### src/rtl/serial_add_sub_pkg.sv
// Shared definitions for the digit-serial adder/subtractor: FSM encoding and
// the chunk-counter width helper.
package serial_add_sub_pkg;

   typedef enum logic [1:0] {
      ST_IDLE = 2'd0,
      ST_RUN  = 2'd1,
      ST_DONE = 2'd2
   } state_e;

   // A one-chunk operation still needs a 1-bit counter.
   function automatic int cnt_width(input int n);
      return (n <= 1) ? 1 : $clog2(n);
   endfunction

endpackage

### src/rtl/serial_add_sub_chunk_adder.sv
// CHUNK-wide ripple adder built from full-adder cells; also exposes the carry
// into the top bit so the caller can form signed overflow.
module chunk_adder #(
   parameter int CHUNK = 4
) (
   input  logic [CHUNK-1:0] x,
   input  logic [CHUNK-1:0] y,
   input  logic             cin,
   output logic [CHUNK-1:0] sum,
   output logic             cout,
   output logic             c_top
);

   logic [CHUNK:0] c;

   assign c[0] = cin;

   for (genvar k = 0; k < CHUNK; k++) begin : g_fa
      assign sum[k]   = x[k] ^ y[k] ^ c[k];
      assign c[k+1]   = (x[k] & y[k]) | (c[k] & (x[k] ^ y[k]));
   end

   assign cout  = c[CHUNK];
   assign c_top = c[CHUNK-1];

endmodule

### src/rtl/serial_add_sub.sv
// Digit-serial WIDTH-bit adder/subtractor: CHUNK bits per clock through a
// registered carry, with valid/ready in and out plus carry/overflow/zero flags.
module serial_add_sub
   import serial_add_sub_pkg::*;
#(
   parameter int WIDTH = 32,
   parameter int CHUNK = 4
) (
   input  logic             clk,
   input  logic             rst,
   input  logic             in_valid,
   output logic             in_ready,
   input  logic [WIDTH-1:0] a,
   input  logic [WIDTH-1:0] b,
   input  logic             sub,
   output logic             out_valid,
   input  logic             out_ready,
   output logic [WIDTH-1:0] res,
   output logic             cout,
   output logic             ovf,
   output logic             zero
);

   localparam int N_CHUNKS = WIDTH / CHUNK;
   localparam int CW       = cnt_width(N_CHUNKS);

   state_e                   state_q;
   logic [WIDTH-1:0]         a_q, b_q, res_q;
   logic                     carry_q;
   logic [CW-1:0]            cnt_q;
   logic                     in_ready_q, out_valid_q;
   logic                     cout_q, ovf_q, zero_q;

   logic [CHUNK-1:0]         sum_w;
   logic                     add_cout_w, add_ctop_w;
   logic [WIDTH+CHUNK-1:0]   res_cat_w;
   logic [WIDTH-1:0]         res_d;
   logic                     last_w;

   chunk_adder #(.CHUNK(CHUNK)) u_chunk_adder (
      .x     (a_q[CHUNK-1:0]),
      .y     (b_q[CHUNK-1:0]),
      .cin   (carry_q),
      .sum   (sum_w),
      .cout  (add_cout_w),
      .c_top (add_ctop_w)
   );

   // New chunk enters at the MSB end; the concatenation keeps CHUNK == WIDTH legal.
   assign res_cat_w = {sum_w, res_q} >> CHUNK;
   assign res_d     = res_cat_w[WIDTH-1:0];
   assign last_w    = (cnt_q == CW'(N_CHUNKS - 1));

   // NOTE: sequential state uses <= so every register samples pre-edge values.
   always_ff @(posedge clk) begin
      if (rst) begin
         state_q     <= ST_IDLE;
         in_ready_q  <= 1'b1;
         out_valid_q <= 1'b0;
         res_q       <= '0;
         a_q         <= '0;
         b_q         <= '0;
         carry_q     <= 1'b0;
         cnt_q       <= '0;
         cout_q      <= 1'b0;
         ovf_q       <= 1'b0;
         zero_q      <= 1'b0;
      end else begin
         case (state_q)
            ST_IDLE: begin
               if (in_valid) begin
                  a_q        <= a;
                  b_q        <= b ^ {WIDTH{sub}};
                  carry_q    <= sub;
                  cnt_q      <= '0;
                  res_q      <= '0;
                  in_ready_q <= 1'b0;
                  state_q    <= ST_RUN;
               end
            end
            ST_RUN: begin
               a_q     <= a_q >> CHUNK;
               b_q     <= b_q >> CHUNK;
               res_q   <= res_d;
               carry_q <= add_cout_w;
               cnt_q   <= cnt_q + CW'(1);
               if (last_w) begin
                  cout_q      <= add_cout_w;
                  ovf_q       <= add_cout_w ^ add_ctop_w;
                  zero_q      <= (res_d == '0);
                  out_valid_q <= 1'b1;
                  state_q     <= ST_DONE;
               end
            end
            ST_DONE: begin
               if (out_ready) begin
                  out_valid_q <= 1'b0;
                  in_ready_q  <= 1'b1;
                  state_q     <= ST_IDLE;
               end
            end
            default: begin
               out_valid_q <= 1'b0;
               in_ready_q  <= 1'b1;
               state_q     <= ST_IDLE;
            end
         endcase
      end
   end

   assign in_ready  = in_ready_q;
   assign out_valid = out_valid_q;
   assign res       = res_q;
   assign cout      = cout_q;
   assign ovf       = ovf_q;
   assign zero      = zero_q;

endmodule

### config.mk
export PLATFORM = sky130hd
export DESIGN_NAME = serial_add_sub
export DESIGN_NICKNAME = d
export VERILOG_FILES = /design/src/rtl/serial_add_sub_pkg.sv /design/src/rtl/serial_add_sub_chunk_adder.sv /design/src/rtl/serial_add_sub.sv
export SDC_FILE = /design/constraint.sdc
export NUM_CORES = 1
export LEC_CHECK = 0
export CORE_MARGIN = 4
export CORE_UTILIZATION = 45
export CTS_BUF_LIST = sky130_fd_sc_hd__clkbuf_16
export CTS_CLUSTER_DIAMETER = 60
export CTS_CLUSTER_SIZE = 30
export DETAILED_ROUTE_END_ITERATION = 6
export PLACE_DENSITY = 0.73
export SYNTH_ARGS = -nofsm -noshare
export SYNTH_HDL_FRONTEND = slang
export SYNTH_SLANG_ARGS = --single-unit
### constraint.sdc
create_clock -name clk -period 3.2 [get_ports clk]
set_clock_uncertainty 0.05 [all_clocks]
set_input_delay 0.64 -clock clk [delete_from_list [all_inputs] [get_ports clk]]
set_output_delay 0.64 -clock clk [all_outputs]
set_load 0.02 [all_outputs]
# Word-level counts from Yosys, hierarchy flattened
# Cells that the tools add are included.
[totals] elab_cells=70 out_inout_bits=37 in_bits=69 regBits=107
[op_classes] n_addsub=1 eq_ne=6 reduce_logical=8 bitwise_logic=24 n_mux=20
[op_table] op="$pmux W32 S2" count=3
[op_table] op="$mux W32" count=3
[op_table] op="$logic_not A32 Y1" count=1
[op_table] op="$xor A32 B32 Y32" count=1
[op_table] op="$reduce_and A3 Y1" count=3
[op_table] op="$xor A1 B1 Y1" count=9
[op_table] op="$and A1 B1 Y1" count=8
[op_table] op="$mux W2" count=3
[op_table] op="$ne A2 B2 Y1 const B" count=3
[op_table] op="$pmux W1 S3" count=2
[op_table] op="$pmux W2 S3" count=1
[op_table] op="$pmux W3 S2" count=1
[op_table] op="$mux W1" count=5
[op_table] op="$or A1 B1 Y1" count=4
[op_table] op="$reduce_and A2 Y1" count=2
[op_table] op="$add A3 B1 Y3 const B" count=1
[op_table] op="$eq A3 B3 Y1 const B" count=1
[op_table] op="$mux W3" count=1
[op_table] op="$eq A2 B1 Y1 const B" count=1
[op_table] op="$eq A2 B2 Y1 const B" count=1
[op_table] op="$logic_not A2 Y1" count=1
[op_table] op="$not A1 Y1" count=2
[op_table] op="$pmux W1 S2" count=1
[op_table] op="$reduce_bool A2 Y1" count=1

# Longest topological paths before layout
# Gate-level depths: netlist of the first run.
[logic_depth] word_depth=10 depth_mapped=9 ltp_nobuf=9

# By module
# A second synthesis of the first run with hierarchy kept.
[unflattened] hier_cells=572 area_unflattened_um2=4717.0
[by_module_without_submodules] mod="serial_add_sub" cells_each=560 seq_area_each_um2=2142.1 n_inst=1 area_per_inst_um2=4606.9
[by_module_without_submodules] mod="chunk_adder" cells_each=12 seq_area_each_um2=0.0 n_inst=1 area_per_inst_um2=110.1

# Worst setup path after synthesis of the first run
# No wires, ideal clock.
[synth_timing] path_type="register to register" from="register a_q[0]" to="register zero_q (netlist: zero)" setup_time_ns=0.069 slack_ns=0.454 stages_incl_launch_ff=10 required_time_ns=3.081 n_path_buf=0 synth_period_minus_slack_ns=2.746 arrival_ns=2.627 cell_sequence="dfxtp_1 > inv_1 > fa_1 > fa_1 > fa_1 > fa_1 > nand4_1 > nor4_1 > nand4_1 > o21ai_1"
[synth_via] elab_chain_len=9 word_cells_on_any_way=13 classes_between="12 x bitwise; 1 x reduce/logical"
[synth_rtl] item="start: declaration" line="serial_add_sub.sv:28" text="logic [WIDTH-1:0] a_q, b_q, res_q;"
[synth_rtl] item="start signal: assignment" line="serial_add_sub.sv:82" text="a_q <= a_q >> CHUNK;"
[synth_rtl] item="$xor A1 B1 Y1" line="serial_add_sub_chunk_adder.sv:19, serial_add_sub_chunk_adder.sv:20"
[synth_rtl] item="$and A1 B1 Y1" line="serial_add_sub_chunk_adder.sv:20" text="assign c[k+1] = (x[k] & y[k]) | (c[k] & (x[k] ^ y[k]));"
[synth_rtl] item="$or A1 B1 Y1" line="serial_add_sub_chunk_adder.sv:20"
[synth_rtl] item="$and A1 B1 Y1" line="serial_add_sub_chunk_adder.sv:20"
[synth_rtl] item="$or A1 B1 Y1" line="serial_add_sub_chunk_adder.sv:20"
[synth_rtl] item="$and A1 B1 Y1" line="serial_add_sub_chunk_adder.sv:20"
[synth_rtl] item="$or A1 B1 Y1" line="serial_add_sub_chunk_adder.sv:20"
[synth_rtl] item="$xor A1 B1 Y1" line="serial_add_sub_chunk_adder.sv:19" text="assign sum[k] = x[k] ^ y[k] ^ c[k];"
[synth_rtl] item="$logic_not A32 Y1 (*)" line="serial_add_sub.sv:90" text="zero_q <= (res_d == '0);"
[synth_rtl] item="end signal: assignment" line="serial_add_sub.sv:90"
[synth_rtl] item="end: declaration" line="serial_add_sub.sv:32" text="logic cout_q, ovf_q, zero_q;"
# Every way passes the cells marked *; elsewhere a longest branch is shown, timed or not.
# A chain may end at the register's enable or synchronous reset.

# Final worst setup path of the first run
# Same ends and word-level chain as after synthesis.

==> flow_metrics.tcl, run 1 <==
set metrics [dict create \
    nets 684 \
    grt_pass1_wl_um 18700 \
    h-tree-depth 3 \
    cp-end-kind "flip-flop" \
    diodes 0 \
    initial_core_util_pct 46.8 \
    die-height_um 110 \
    synth_cells 536 \
    drt-total-wl_um 11500 \
    rsz0062_at_grt "no" \
    gr-total-overflow 0 \
    synth_top_area_share_pct 46.1 \
    syn_area_per_cell_um2 8.66 \
    die_area_mm2 0.0120 \
    synth_seq_cells 107 \
    crit_type "flip-flop to flip-flop" \
    crit_required_ns 3.42 \
    fill_cells 881 \
    netlist_top_cells_area "dfxtp_1, nor2_1, a22oi_1" \
    timing.fmax_ghz 0.344 \
    holdBufCountCts 0 \
    synth.top_cells.by_count "nor2_1, dfxtp_1, a22oi_1, nor3_1, xor2_1" \
    switchingPower_mw 0.809 \
    status "finished, final reports clean" \
    cts_buffers 9 \
    fin_crit_ns 2.91 \
    worstHoldPathType "flip-flop to flip-flop" \
    synth-edff-count 0 \
    dp_hpwl_um 7630 \
    grt_max_degree 73 \
    power_density_mw_per_mm2 504 \
    clock_latency_ns 0.33 \
    routedWlPerCell_um 15.4 \
    grt_usage_pct 19.2 \
    grt_pass1_vias 4013 \
    avgViaCountPerCell 5.55 \
    slew_headroom_pct 36.3 \
    ctsResizeCount 0 \
    fin_tns_setup_ns 0 \
    cts.sinks 107 \
    timing.hold.ws_ns 0.412 \
    core-area_mm2 0.00991 \
    antenna_found_initial 0 \
    fin_crit_sh_pct 91.0 \
    num_rows 36 \
    r2r_setup_slack_ns 0.29 \
    synthFlopType "dfxtp_1" \
    gp_congestion 0.775 \
    internal_power_mw 2.19 \
    syn_nets 611 \
    cp-start-kind "flip-flop" \
    port_buffers 105 \
    yosys.area.top_type "dfxtp_1" \
    swShare_pct 26.9 \
    yosysMostFrequentCell "nor2_1" \
    ys_seq_area_share_pct 46.1 \
    p_leak_nw 2.30 \
    cp_max_fo 2 \
    worst_pin_slew_ns 0.954 \
    ys.warnings.count 0 \
    drt_first_pass_iters 5 \
    clock-root-buffer "clkbuf_16" \
    clk_pin_slew_ns 0.07 \
    layout-drive-gt1-share_pct 5.21 \
    syn_area_mm2 0.00464 \
    slew_violations 0 \
    hold_violations 0 \
    area_growth_pct 28.5 \
    maxCapViolCount 0 \
    ir_drop_uv 327 \
    arrival_ns 3.13 \
    pin_count 106 \
    cts_setup_buffers 0 \
    cts_tree "built" \
    p_comb_share_pct 16.5 \
    setup_viol 0 \
    route.detailed.drc 0 \
    synthArstFlopShare_pct 0 \
    p_seq_share_pct 48.7 \
    vias 4149 \
    synth.distinct_cells 37 \
    die_w_um 110 \
    antenna_left 0 \
    drt_iter0_markers 243 \
    clk_path_buf_depth 2 \
    clkPwrFrac_pct 34.8 \
]
## per-stage QoR
step                      worst slack (ns)  std cells  instance area (um^2)  power, mW  util [%]
after global routing                 0.110        747                  5960       3.14      60.2
after detailed placement             0.315        731                  5680       1.99      57.3
after CTS                            0.278        747                  5960       3.03      60.2
after global placement               0.387        731                  5680       1.97      57.3
after floorplan                      0.454        536                  4640       1.82         -
final                                0.289        747                  5960       3.00      60.2
## power groups by stage
stage	Clock (mW)	Sequential [mW]	Combinational [mW]
floorplan	0	1.48	0.339
global placement	0	1.49	0.485
detailed placement	0	1.49	0.496
CTS	1.06	1.46	0.500
global route	1.12	1.47	0.552
finish	1.05	1.46	0.496
## area by class of cell
| cell class | instances | area (um^2) | share of cell area, % |
|---|---|---|---|
| clock buffer | 9 | 225 | 3.78 |
| inverter | 10 | 37.5 | 0.629 |
| clock inverter | 7 | 56.3 | 0.944 |
| multi-input combinational | 368 | 2230 | 37.4 |
| sequential | 107 | 2140 | 35.9 |
| timing repair buffer | 113 | 1100 | 18.5 |
| tap | 133 | 166 | 2.79 |
## cells by family (layout without fill, tap and decap cells)
kind of cell | after synthesis | after routing | share of synthesized area, %
xor gates and xnor gates | 33 | 33 | 6.23
buffers and inverters | 61 | 139 | 6.04
AOI/OAI and AO/OA | 118 | 118 | 20.2
DFF | 107 | 107 | 46.1
and+or+nand+nor | 211 | 211 | 19.2
adders and majority gates | 6 | 6 | 2.26
## worst max-delay path, stage by stage (launching register included)
cell and delay [ns]:
dfxtp_1 0.32, inv_1 0.06, fa_1 0.43, fa_1 0.38, fa_1 0.43, fa_1 0.52, nand4_1 0.11, nor4_1 0.28
nand4_1 0.12, o21ai_1 0.14
## registers in the layout, indices dropped and copies added, names as in the netlist
register and count:
out_valid 1, cout 1, ovf 1, a_q 32, zero 1, res 32
carry_q 1, state_q 2, cnt_q 3, in_ready 1, b_q 32
## path summary, 6_finish.rpt
| check | from | endpoint | cells past startpoint |
|---|---|---|---|
| min reg2reg | b_q[3]$_SDFFE_PP0P_ | b_q[3]$_SDFFE_PP0P_ | 2 |
| max reg2reg | a_q[0]$_SDFFE_PP0P_ | zero$_SDFFE_PP0P_ | 9 |
| min | b_q[3]$_SDFFE_PP0P_ | b_q[3]$_SDFFE_PP0P_ | 2 |
| max | a_q[0]$_SDFFE_PP0P_ | zero$_SDFFE_PP0P_ | 9 |
## metal layers
metal	global-route usage [%]	wire length, um	vias up
met2	33.0	5770	105
met3	3.23	573	11
met5	0	0	-
met1	24.5	5020	2001
met4	6.23	147	0
li1	-	-	2032
## layout by cell type (no fill, tap or decap), drive strengths merged, types with 2 or more instances in the layout
cell / synthesis / layout
nand4: 2 / 2
clkdlybuf4s50: 0 / 103
or4: 5 / 5
nor2: 154 / 154
xnor2: 8 / 8
clkbuf: 24 / 9
o21ai: 3 / 3
nand2: 9 / 9
nor4: 3 / 3
a222oi: 20 / 20
fa: 4 / 4
a2bb2oi: 23 / 23
o22ai: 5 / 5
ha: 2 / 2
nor3: 27 / 27
clkinv: 0 / 2
a211oi: 6 / 6
nor2b: 6 / 6
a2111oi: 5 / 5
buf: 27 / 10
dfxtp: 107 / 107
nand2b: 2 / 2
a22oi: 39 / 39
o211ai: 3 / 3
a21oi: 12 / 12
xor2: 25 / 25
inv: 10 / 14
Note: power is estimated with default switching activity, not from simulation.
==> run 2: changes to the inputs <==
--- a/config.mk
+++ b/config.mk
@@ -12,6 +12,7 @@
 export CTS_CLUSTER_SIZE = 30
 export DETAILED_ROUTE_END_ITERATION = 6
 export PLACE_DENSITY = 0.73
+export SLEW_MARGIN = 40
 export SYNTH_ARGS = -nofsm -noshare
 export SYNTH_HDL_FRONTEND = slang
 export SYNTH_SLANG_ARGS = --single-unit
==> flow_metrics.tcl, run 2 (synthesized netlist as in run 1, its figures left out) <==
set metrics [dict create \
    fin_crit_sh_pct 91.5 \
    clock_latency_ns 0.34 \
    min_path_cells 2 \
    cts_buffers 9 \
    gp_congestion 0.775 \
    status "finished, final reports clean" \
    dp_hpwl_um 7630 \
    power_density_mw_per_mm2 504 \
    fin_tns_setup_ns 0 \
    h-tree-depth 3 \
    layout-drive-gt1-share_pct 5.37 \
    fill_cells 881 \
    route.detailed.drc 0 \
    multi_input_area_mm2 0.00223 \
    use_met1_pct 24.2 \
    clk_path_buf_depth 2 \
    fin_crit_ns 2.93 \
    mostFrequentLayoutCells "nor2_1, dfxtp_1, clkdlybuf4s50_1" \
    cp-start-kind "flip-flop" \
    seq_area_mm2 0.00214 \
    holdBufCountCts 0 \
    grt_pass1_wl_um 18500 \
    final_util_pct 60.2 \
    cts_setup_buffers 0 \
    busiest_layer "met2" \
    core-area_mm2 0.00991 \
    clock-root-buffer "clkbuf_16" \
    grt_max_degree 73 \
    r2r_setup_slack_ns 0.27 \
    crit_type "flip-flop to flip-flop" \
    die_w_um 110 \
    path_cells "inv_1, fa_1, fa_1, fa_1, fa_1, nand4_1, nor4_1, nand4_1, o21ai_1" \
    drt_iter0_markers 220 \
    use_met3_pct 3.88 \
    path_common_cell "fa_1" \
    cp_slowest_stage_delay_ns 0.52 \
    crit_required_ns 3.42 \
    rsz0062_at_grt "no" \
    cp-end-kind "flip-flop" \
    grt_usage_pct 19.0 \
    slew_violations 0 \
    drt_first_pass_iters 7 \
    r2r_cells 9 \
    setup_viol 0 \
    r2r_end "zero$_SDFFE_PP0P_" \
    worst_pin_slew_ns 0.731 \
    ir_drop_uv 254 \
    grt_util_met2_pct 32.7 \
    slew_headroom_pct 51.3 \
    cts.sinks 107 \
    holdPathEnd "b_q[7]$_SDFFE_PP0P_" \
    worstHoldPathType "flip-flop to flip-flop" \
    avgViaCountPerCell 5.54 \
    pin_count 106 \
    antenna_found_initial 0 \
    num_rows 36 \
    vias 4137 \
    cpMaxStageDelayCell "fa_1" \
    cts_tree "built" \
    drt-total-wl_um 11500 \
    p_leak_nw 2.30 \
    arrival_ns 3.15 \
    cp_max_fo 2 \
    die_area_mm2 0.0120 \
    routedWlPerCell_um 15.4 \
    r2r-start "b_q[0]$_SDFFE_PP0P_" \
    hold_violations 0 \
    clk_pin_slew_ns 0.07 \
    grt_pass1_vias 3986 \
    hp-start "b_q[7]$_SDFFE_PP0P_" \
    maxCapViolCount 0 \
    die-height_um 110 \
    gr-total-overflow 0 \
    ctsResizeCount 0 \
    antenna_left 0 \
    nets 684 \
    final_common_cell "nor2_1" \
    timing.fmax_ghz 0.342 \
    port_buffers 105 \
    diodes 0 \
    area_growth_pct 28.6 \
    initial_core_util_pct 46.8 \
]
## run 2: cell count changes in the layout (fill, tap and decap cells not counted), sizes merged
cell and change:
clkinv +2, clkinvlp -1, inv -1
## run 2: critical path, delay by kind of cell (launching register included)
kind,cells,cell delay [ns]
fa+ha+maj,4,1.74
simple gates,3,0.50
flops,1,0.35
compound gates,1,0.14
buf+inv,1,0.07
## run 2: report_power, final
| group | switching, mW | leakage, nW | internal [mW] |
|---|---|---|---|
| Sequential | 0.0487 | 0.877 | 1.41 |
| Combinational | 0.253 | 1.29 | 0.242 |
| Clock | 0.511 | 0.142 | 0.542 |
## run 2: per-stage QoR
step	total power [mW]	cells	area, um^2	worst slack, ns	hold slack [ns]
after CTS	3.03	747	5970	0.271	0.412
final	3.01	747	5970	0.272	0.413
after global routing	3.15	747	5970	0.108	0.438
after detailed placement	1.99	731	5680	0.303	0.402
after floorplan	1.82	536	4640	0.454	0.382
after global placement	1.97	731	5680	0.387	0.391
## run 2: routing by layer
metal,up-vias,share of wire [%]
met3,8,4.7
li1,2031,-
met2,90,51
met1,2008,43
met5,-,0
met4,0,0.80
## run 2: final cells by class
class | instances | share of cell area, %
clock buffers | 9 | 3.77
well taps | 133 | 2.79
inverters | 10 | 0.629
clock inverters | 7 | 1.01
multi-input cells | 368 | 37.4
repair buffers | 113 | 18.5
flip-flops and latches | 107 | 35.9
## run 2: worst max-delay path by stage
stage,from,end,slack (ns),depth (start not counted)
after detailed placement,b_q[0]$_SDFFE_PP0P_,zero$_SDFFE_PP0P_,0.30,9
after global placement,a_q[0]$_SDFFE_PP0P_,zero$_SDFFE_PP0P_,0.39,9
after global routing,a_q[0]$_SDFFE_PP0P_,zero$_SDFFE_PP0P_,0.11,9
after CTS,b_q[0]$_SDFFE_PP0P_,zero$_SDFFE_PP0P_,0.27,9
after floorplan,a_q[0]$_SDFFE_PP0P_,zero$_SDFFE_PP0P_,0.45,9
final,b_q[0]$_SDFFE_PP0P_,zero$_SDFFE_PP0P_,0.27,9
==> run 3: changes to the inputs <==
==> constraint.sdc (replaced) <==
create_clock -name clk -period 3.5 [get_ports clk]
set_clock_uncertainty 0.05 [all_clocks]
set_input_delay 0.7 -clock clk [delete_from_list [all_inputs] [get_ports clk]]
set_output_delay 0.7 -clock clk [all_outputs]
set_load 0.02 [all_outputs]
==> flow_metrics.tcl, run 3 (synthesized netlist as in run 1, its figures left out) <==
set metrics [dict create \
    core-area_mm2 0.00991 \
    avgViaCountPerCell 5.48 \
    cp-start-kind "flip-flop" \
    worst_pin_slew_ns 0.710 \
    drt_iter0_markers 279 \
    grt_usage_pct 18.8 \
    vias 4102 \
    setup_viol 0 \
    cpMaxStageDelayCell "fa_1" \
    mostFrequentLayoutCells "nor2_1, dfxtp_1, clkdlybuf4s50_1" \
    p_leak_nw 2.32 \
    final_util_pct 60.6 \
    holdBufCountCts 0 \
    drt_first_pass_iters 7 \
    clock_latency_ns 0.34 \
    initial_core_util_pct 46.8 \
    cts.sinks 107 \
    hold_violations 0 \
    hp-start "b_q[4]$_SDFFE_PP0P_" \
    route.detailed.drc 0 \
    dp_hpwl_um 7660 \
    layout.cells.non_filler 748 \
    timing.fmax_ghz 0.337 \
    ctsResizeCount 0 \
    status "finished, final reports clean" \
    r2r_setup_slack_ns 0.53 \
    num_rows 36 \
    cp-end-kind "flip-flop" \
    maxCapViolCount 0 \
    crit_buf_inv 1 \
    crit_family "adder cells" \
    port_buffers 105 \
    worstHoldPathType "flip-flop to flip-flop" \
    fin_crit_ns 2.97 \
    die_area_mm2 0.0120 \
    cp_max_fo 2 \
    die-height_um 110 \
    crit_type "flip-flop to flip-flop" \
    min_path_cells 2 \
    r2r_cells 9 \
    antenna_found_initial 0 \
    layout-drive-gt1-share_pct 5.53 \
    grt_pass1_wl_um 18400 \
    final_common_cell "nor2_1" \
    drt-total-wl_um 11200 \
    die_w_um 110 \
    area_growth_pct 29.3 \
    path_common_cell "fa_1" \
    r2r_end "zero$_SDFFE_PP0P_" \
    grt_max_degree 70 \
    power_density_mw_per_mm2 463 \
    cts_setup_buffers 0 \
    slew_violations 0 \
    crit_required_ns 3.73 \
    pin_count 106 \
    fin_tns_setup_ns 0 \
    nets 685 \
    r2r-start "a_q[0]$_SDFFE_PP0P_" \
    p_total_mw 2.78 \
    antenna_left 0 \
    cts_tree "built" \
    clock-root-buffer "clkbuf_16" \
    arrival_ns 3.20 \
    ir_drop_uv 242 \
    cp_slowest_stage_delay_ns 0.52 \
    gr-total-overflow 0 \
    placed_cells 732 \
    fin_crit_sh_pct 84.8 \
    routedWlPerCell_um 15.0 \
    rsz0062_at_grt "no" \
    cts_buffers 9 \
    diodes 0 \
    clk_path_buf_depth 2 \
    path_cells "inv_1, fa_1, fa_1, fa_1, fa_1, nand4_1, nor4_1, nand4_1, o21ai_1" \
    holdPathEnd "b_q[4]$_SDFFE_PP0P_" \
    timing.hold.ws_ns 0.406 \
    grt_pass1_vias 3889 \
    gp_congestion 0.813 \
    h-tree-depth 3 \
    clk_pin_slew_ns 0.08 \
    slew_headroom_pct 52.7 \
]
[run 3: changes by cell type in the layout (fill, tap and decap cells not counted), sizes merged]
cell / delta
buf: +1
clkinv: -1
inv: +1
[run 3: final cells by class]
class,instances,area [um^2]
clock inverters,7,67.6
fillers,875,3910
repair buffers,114,1130
well taps,133,166
clock buffers,9,225
multi-input cells,368,2230
inverters,10,37.5
flip-flops and latches,107,2140
[run 3: tightest hold or removal path, cell delays in order, from the launching register on]
cell and delay (ns):
dfxtp_1 0.31, nand2_1 0.05, a21oi_1 0.05
[run 3: how the worst max path moves through the flow]
stage	start	end	slack, ns	depth (start not counted)
after floorplan	a_q[0]$_SDFFE_PP0P_	zero$_SDFFE_PP0P_	0.75	9
after global placement	a_q[0]$_SDFFE_PP0P_	zero$_SDFFE_PP0P_	0.69	9
after detailed placement	a_q[0]$_SDFFE_PP0P_	zero$_SDFFE_PP0P_	0.59	9
after CTS	a_q[0]$_SDFFE_PP0P_	zero$_SDFFE_PP0P_	0.55	9
after global routing	a_q[0]$_SDFFE_PP0P_	zero$_SDFFE_PP0P_	0.44	9
final	a_q[0]$_SDFFE_PP0P_	zero$_SDFFE_PP0P_	0.53	9
[run 3: per-stage QoR]
stage                     cell area, um^2  worst slack [ns]
final                                6000             0.530
after CTS                            6000             0.554
after detailed placement             5710             0.586
after global placement               5680             0.685
after floorplan                      4640             0.754
after global routing                 6000             0.439
[run 3: per-layer routing]
| layer | GRT usage (%) | wire, um |
|---|---|---|
| met5 | 0 | 0 |
| met4 | 4.10 | 72 |
| met3 | 4.58 | 676 |
| met2 | 32.0 | 5670 |
| met1 | 24.3 | 4830 |
[run 3: power breakdown]
part	internal, mW	leakage (nW)	switching, mW
Sequential	1.29	0.877	0.0433
Combinational	0.224	1.30	0.231
Clock	0.505	0.147	0.483
